File: src/rtl/fork_join_pkg.sv
// Shared types for the fork/join scheduler: join modes, controller states and slot limit.
// The mode decoder folds the reserved encoding onto plain JOIN.
package fork_join_pkg;

    localparam int FJ_MAX_THREADS = 16;

    typedef enum logic [1:0] {
        FJ_JOIN      = 2'd0,
        FJ_JOIN_ANY  = 2'd1,
        FJ_JOIN_NONE = 2'd2
    } fj_mode_e;

    typedef enum logic [1:0] {
        FJ_IDLE,
        FJ_LAUNCH,
        FJ_RUN,
        FJ_DETACHED
    } fj_state_e;

    function automatic fj_mode_e decode_mode(input logic [1:0] raw);
        case (raw)
            2'd1:    return FJ_JOIN_ANY;
            2'd2:    return FJ_JOIN_NONE;
            default: return FJ_JOIN;
        endcase
    endfunction

endpackage

File: src/rtl/fj_watchdog.sv
// Cycle counter for the fork group; expire is high while the count sits on a non-zero limit.
// The counter only runs while enabled, so expire lasts one cycle once the controller reacts.
module fj_watchdog #(
    parameter int TMO_W = 16
) (
    input  logic             clk,
    input  logic             rst,
    input  logic             clear,
    input  logic             enable,
    input  logic [TMO_W-1:0] limit,
    output logic             expire
);

    logic [TMO_W-1:0] count_q;

    always_ff @(posedge clk) begin
        if (rst || clear) begin
            count_q <= '0;
        end else if (enable) begin
            count_q <= count_q + 1'b1;
        end
    end

    assign expire = enable && (limit != '0) && (count_q == limit);

endmodule

File: src/rtl/fork_join_ctrl.sv
// Fork/join scheduler: launches a masked group of workers, tracks completion and
// reports join, all-done, abort and watchdog timeout as registered one-cycle pulses.
module fork_join_ctrl
    import fork_join_pkg::*;
#(
    parameter int N_THREADS = 4,
    parameter int TMO_W     = 16
) (
    input  logic                 clk,
    input  logic                 rst,
    input  logic                 start_i,
    input  logic [1:0]           mode_i,
    input  logic [N_THREADS-1:0] mask_i,
    input  logic [TMO_W-1:0]     timeout_cycles_i,
    input  logic                 abort_i,
    input  logic [N_THREADS-1:0] done_i,
    output logic [N_THREADS-1:0] launch_o,
    output logic [N_THREADS-1:0] active_o,
    output logic [N_THREADS-1:0] kill_o,
    output logic                 joined_o,
    output logic                 all_done_o,
    output logic                 aborted_o,
    output logic                 timeout_o,
    output logic                 idle_o
);

    fj_state_e            state_q, state_d;
    fj_mode_e             mode_q;
    logic [N_THREADS-1:0] mask_q;
    logic [TMO_W-1:0]     tmo_q;
    logic [N_THREADS-1:0] active_q, active_d;
    logic [N_THREADS-1:0] launch_q, launch_d;
    logic [N_THREADS-1:0] kill_q, kill_d;
    logic                 joined_q, joined_d;
    logic                 all_done_q, all_done_d;
    logic                 aborted_q, aborted_d;
    logic                 timeout_q, timeout_d;
    logic                 cfg_load;
    logic                 wd_clear, wd_enable, wd_expire;
    logic [N_THREADS-1:0] live;
    logic                 any_hit, finished;

    assign wd_clear  = (state_q == FJ_LAUNCH);
    assign wd_enable = (state_q == FJ_RUN) || (state_q == FJ_DETACHED);

    fj_watchdog #(
        .TMO_W(TMO_W)
    ) u_watchdog (
        .clk   (clk),
        .rst   (rst),
        .clear (wd_clear),
        .enable(wd_enable),
        .limit (tmo_q),
        .expire(wd_expire)
    );

    // Threads still running after this cycle's completions are taken into account.
    assign live     = active_q & ~done_i;
    assign any_hit  = |(done_i & active_q);
    assign finished = (live == '0);

    always_comb begin
        state_d    = state_q;
        active_d   = active_q;
        launch_d   = '0;
        kill_d     = '0;
        joined_d   = 1'b0;
        all_done_d = 1'b0;
        aborted_d  = 1'b0;
        timeout_d  = 1'b0;
        cfg_load   = 1'b0;

        case (state_q)
            FJ_IDLE: begin
                if (start_i) begin
                    if (mask_i != '0) begin
                        cfg_load = 1'b1;
                        launch_d = mask_i;
                        joined_d = (decode_mode(mode_i) == FJ_JOIN_NONE);
                        state_d  = FJ_LAUNCH;
                    end else begin
                        joined_d   = 1'b1;
                        all_done_d = 1'b1;
                    end
                end
            end

            FJ_LAUNCH: begin
                active_d = mask_q;
                state_d  = (mode_q == FJ_JOIN_NONE) ? FJ_DETACHED : FJ_RUN;
            end

            FJ_RUN, FJ_DETACHED: begin
                active_d = live;
                // A final completion landing on the timeout match still counts as completion.
                if (abort_i || (wd_expire && !finished)) begin
                    kill_d    = live;
                    aborted_d = 1'b1;
                    timeout_d = !abort_i;
                    active_d  = '0;
                    state_d   = FJ_IDLE;
                end else if (state_q == FJ_DETACHED) begin
                    if (finished) begin
                        all_done_d = 1'b1;
                        state_d    = FJ_IDLE;
                    end
                end else if (mode_q == FJ_JOIN_ANY) begin
                    if (any_hit) begin
                        joined_d   = 1'b1;
                        all_done_d = finished;
                        state_d    = finished ? FJ_IDLE : FJ_DETACHED;
                    end
                end else if (finished) begin
                    joined_d   = 1'b1;
                    all_done_d = 1'b1;
                    state_d    = FJ_IDLE;
                end
            end

            default: begin
                active_d = '0;
                state_d  = FJ_IDLE;
            end
        endcase
    end

    always_ff @(posedge clk) begin
        if (rst) begin
            state_q    <= FJ_IDLE;
            mode_q     <= FJ_JOIN;
            mask_q     <= '0;
            tmo_q      <= '0;
            active_q   <= '0;
            launch_q   <= '0;
            kill_q     <= '0;
            joined_q   <= 1'b0;
            all_done_q <= 1'b0;
            aborted_q  <= 1'b0;
            timeout_q  <= 1'b0;
        end else begin
            state_q    <= state_d;
            active_q   <= active_d;
            launch_q   <= launch_d;
            kill_q     <= kill_d;
            joined_q   <= joined_d;
            all_done_q <= all_done_d;
            aborted_q  <= aborted_d;
            timeout_q  <= timeout_d;
            if (cfg_load) begin
                mode_q <= decode_mode(mode_i);
                mask_q <= mask_i;
                tmo_q  <= timeout_cycles_i;
            end
        end
    end

    assign launch_o   = launch_q;
    assign active_o   = active_q;
    assign kill_o     = kill_q;
    assign joined_o   = joined_q;
    assign all_done_o = all_done_q;
    assign aborted_o  = aborted_q;
    assign timeout_o  = timeout_q;
    assign idle_o     = (state_q == FJ_IDLE);

endmodule

File: config.mk
export PLATFORM = sky130hd
export DESIGN_NAME = fork_join_ctrl
export DESIGN_NICKNAME = d
export VERILOG_FILES = /design/src/rtl/fork_join_pkg.sv /design/src/rtl/fj_watchdog.sv /design/src/rtl/fork_join_ctrl.sv
export SDC_FILE = /design/constraint.sdc
export NUM_CORES = 1
export LEC_CHECK = 0
export ABC_AREA = 1
export BUFFER_PORTS_ARGS = -buffer_cell sky130_fd_sc_hd__buf_2
export CORE_MARGIN = 4
export CORE_UTILIZATION = 41
export DETAILED_ROUTE_END_ITERATION = 10
export HOLD_SLACK_MARGIN = 0.02
export PLACE_DENSITY = 0.65
export SYNTH_ARGS = -nofsm -noshare
export SYNTH_HDL_FRONTEND = slang
export SYNTH_SLANG_ARGS = --single-unit
File: constraint.sdc
create_clock -name clk -period 2.9 [get_ports clk]
set_input_delay 0.435 -clock clk [delete_from_list [all_inputs] [get_ports clk]]
set_output_delay 0.435 -clock clk [all_outputs]
set_load 0.005 [all_outputs]
==> flow_summary.yaml <==
clock_tree:
  numCtsBuffers: 5
  postCtsSetupBuffers: 0
  cts.repair.resized: 0
  clock_sinks: 56
  ctsHoldBuffers: 0
  htreeDepth: 2
  clk_pin_slew_worst_paths_ns: 0.10
  cts_root_buf: "clkbuf_8"
  cts_buffer_depth: 2
  cts_tree: "yes"
  worstSkewPairLatency_ns: 0.31
synth:
  async_reset_ff_share_pct: 0
  synth_cells: 388
  netlist.area_leader.share_pct: 42.71
  synth-edff-count: 0
  synth-simple-area-share_pct: 29.36
  netlist_area_sq_mm: 0.002625
  synth_top_family_by_area: "simple AND/OR/NAND/NOR gates"
  ys_warn_count: 0
  synthAdderAreaFrac_pct: 0.4766
  post_synth_num_cell_types: 26
  synth.mux.area_fraction_pct: 0
  synth_top_area_cell: "dfxtp_1"
  synth.avg_cell_area_sq_um: 6.766
  synth_nets: 419
  ys_top_cells_by_area: "dfxtp_1, nand2_1, inv_1"
  ys_seq_area_share_pct: 42.71
  ys_seq_elements: 56
  synth_top_flop_cell: "dfxtp_1"
  synth_compound_area_share_pct: 16.06
  synth_xor_area_share_pct: 0
place:
  place_hpwl_um: 4414
  routabilityCongestion: 0.8062
  numPortBuffers: 46
  dpl.cell_count: 501
critical_path:
  cp_num_buf_inv: 1
  crit_family: "flip-flops"
  cp_cell_sequence: "nor2_1, nor2_2, inv_2, a21oi_1, o21a_1"
  start_kind: "register"
  slowest_stage: "dfxtp_1"
  cp.arrival_ns: 2.01
  critPathMaxStageDelay_ns: 0.65
  worst_setup_path_end_kind: "register"
  critPathKind: "reg -> reg"
  crit_required_ns: 3.16
  path_max_fanout: 14
floorplanning:
  die_height_um: 88.02
  dieArea_sq_mm: 0.007747
  core_area_sq_mm: 0.006061
  die_w_um: 88.02
  io_pins: 47
  rows: 28
  start_util_pct: 43.31
sta:
  drv_slew: 0
  hold_violations: 0
  tightest_slew_ns: 0.7443
  fin_tns_setup_ns: 0
  rsz0062_at_grt: "false"
  setup_viol: 0
  clock_skew_ns: 0.008317
  min_period_ns: 1.756
  fmaxAchievable_ghz: 0.5696
  period_share_pct: 60.54
  maxSlewHeadroom_pct: 50.33
power:
  p_per_area_mw_per_mm2: 524.1
  p_leak_nw: 1.400
  ir_worst_vdd_v: 0.0003545
cells_and_area:
  area_growth_pct: 14.49
  layout_common_cells: "nand2_1, dfxtp_1, inv_1"
  post_route_cells_drive_above_1_share_pct: 19.12
  final_common_cell: "nand2_1"
  fin_nets: 464
  final_cells: 509
  antenna_cells: 0
route:
  vias: 2416
  ant_nets: 0
  drt_iter0_drc: 115
  drc: 0
  vias_per_cell: 4.747
  route.final.wire_length_um: 5835
  wire_per_inst_um: 11.46
  drt_pass1_iterations: 4
job:
  max_cap_viol_count: 0
worst_hold_path:
  hp-class: "in -> reg"
run_status:
  status: "completed"
grt:
  grt_first_pass_wirelength_um: 10010
  grt_max_degree: 39
  track_usage_pct: 16.13
  grt_pass1_vias: 2267
  antenna_found_initial: 0
  gr-total-overflow: 0
registers in the layout, summed over array words and instances, names as in the netlist, 2 cells and up:
signal              flops
mask_q                  4
tmo_q                  16
launch_o                4
active_o                4
u_watchdog.count_q     16
state_q                 2
mode_q                  2
kill_o                  4
worst paths after layout:
path | from | to | slack, ns | cells past startpoint
worst max-delay path | state_q[1]$_SDFFE_PP0P_ | u_watchdog.count_q[3]$_SDFFE_PP0N_ | 1.14 | 5
worst min register to register | u_watchdog.count_q[15]$_SDFFE_PP0N_ | u_watchdog.count_q[15]$_SDFFE_PP0N_ | 0.48 | 2
worst min-delay path | mode_i[1] | mode_q[0]$_SDFFE_PP0P_ | 0.32 | 2
worst max register to register | state_q[1]$_SDFFE_PP0P_ | u_watchdog.count_q[3]$_SDFFE_PP0N_ | 1.14 | 5
final cells by class:
cell class / count / area (sq um)
flip-flops and latches: 56 / 1121
inverters: 65 / 244.0
clock buffers: 5 / 68.82
repair buffers: 46 / 230.2
well taps: 75 / 93.84
clock inverters: 3 / 42.54
multi-input cells: 259 / 1205
fillers: 638 / 3055
per-stage QoR:
step	cell area (sq um)	hold slack (ns)	setup WS, ns	util [%]	power (mW)
after floorplan	2625	0.4520	1.539	-	1.021
after detailed placement	2894	0.4704	1.065	47.75	1.085
after global routing	3005	0.3127	0.9064	49.59	1.662
after CTS	3005	0.3090	1.112	49.59	1.595
after global placement	2894	0.4722	1.115	47.75	1.080
final	3005	0.3199	1.144	49.59	1.575
routing by layer:
metal  GRT usage, %  share of wire [%]  vias to the layer above
met2          26.23                 46                       49
met1          21.84                 50                     1056
met3          2.446                3.4                        5
li1               -                  -                     1306
met4          5.632                1.2                        0
met5              0                  0                        -
cells in the mapped netlist, drive strengths merged (2+ instances only):
cell type,instances
buf,5
a31oi,2
o21a,2
inv,64
nand2,108
a21oi,38
nand4,3
a22o,2
nor3,6
nand3,13
nor2,51
o21ai,27
clkbuf,3
a31o,4
dfxtp,56
kinds of logic after synthesis:
logic type,count (synthesis)
compound gates,77
buf+inv,73
simple gates,181
flops,56
fa+ha+maj,1
power by group:
group	total, mW	switching (mW)	internal [mW]
combinational	0.232	0.148	0.0847
sequential	0.833	0.0250	0.808
clock	0.509	0.253	0.256
Power figures use the tool's default switching activity.
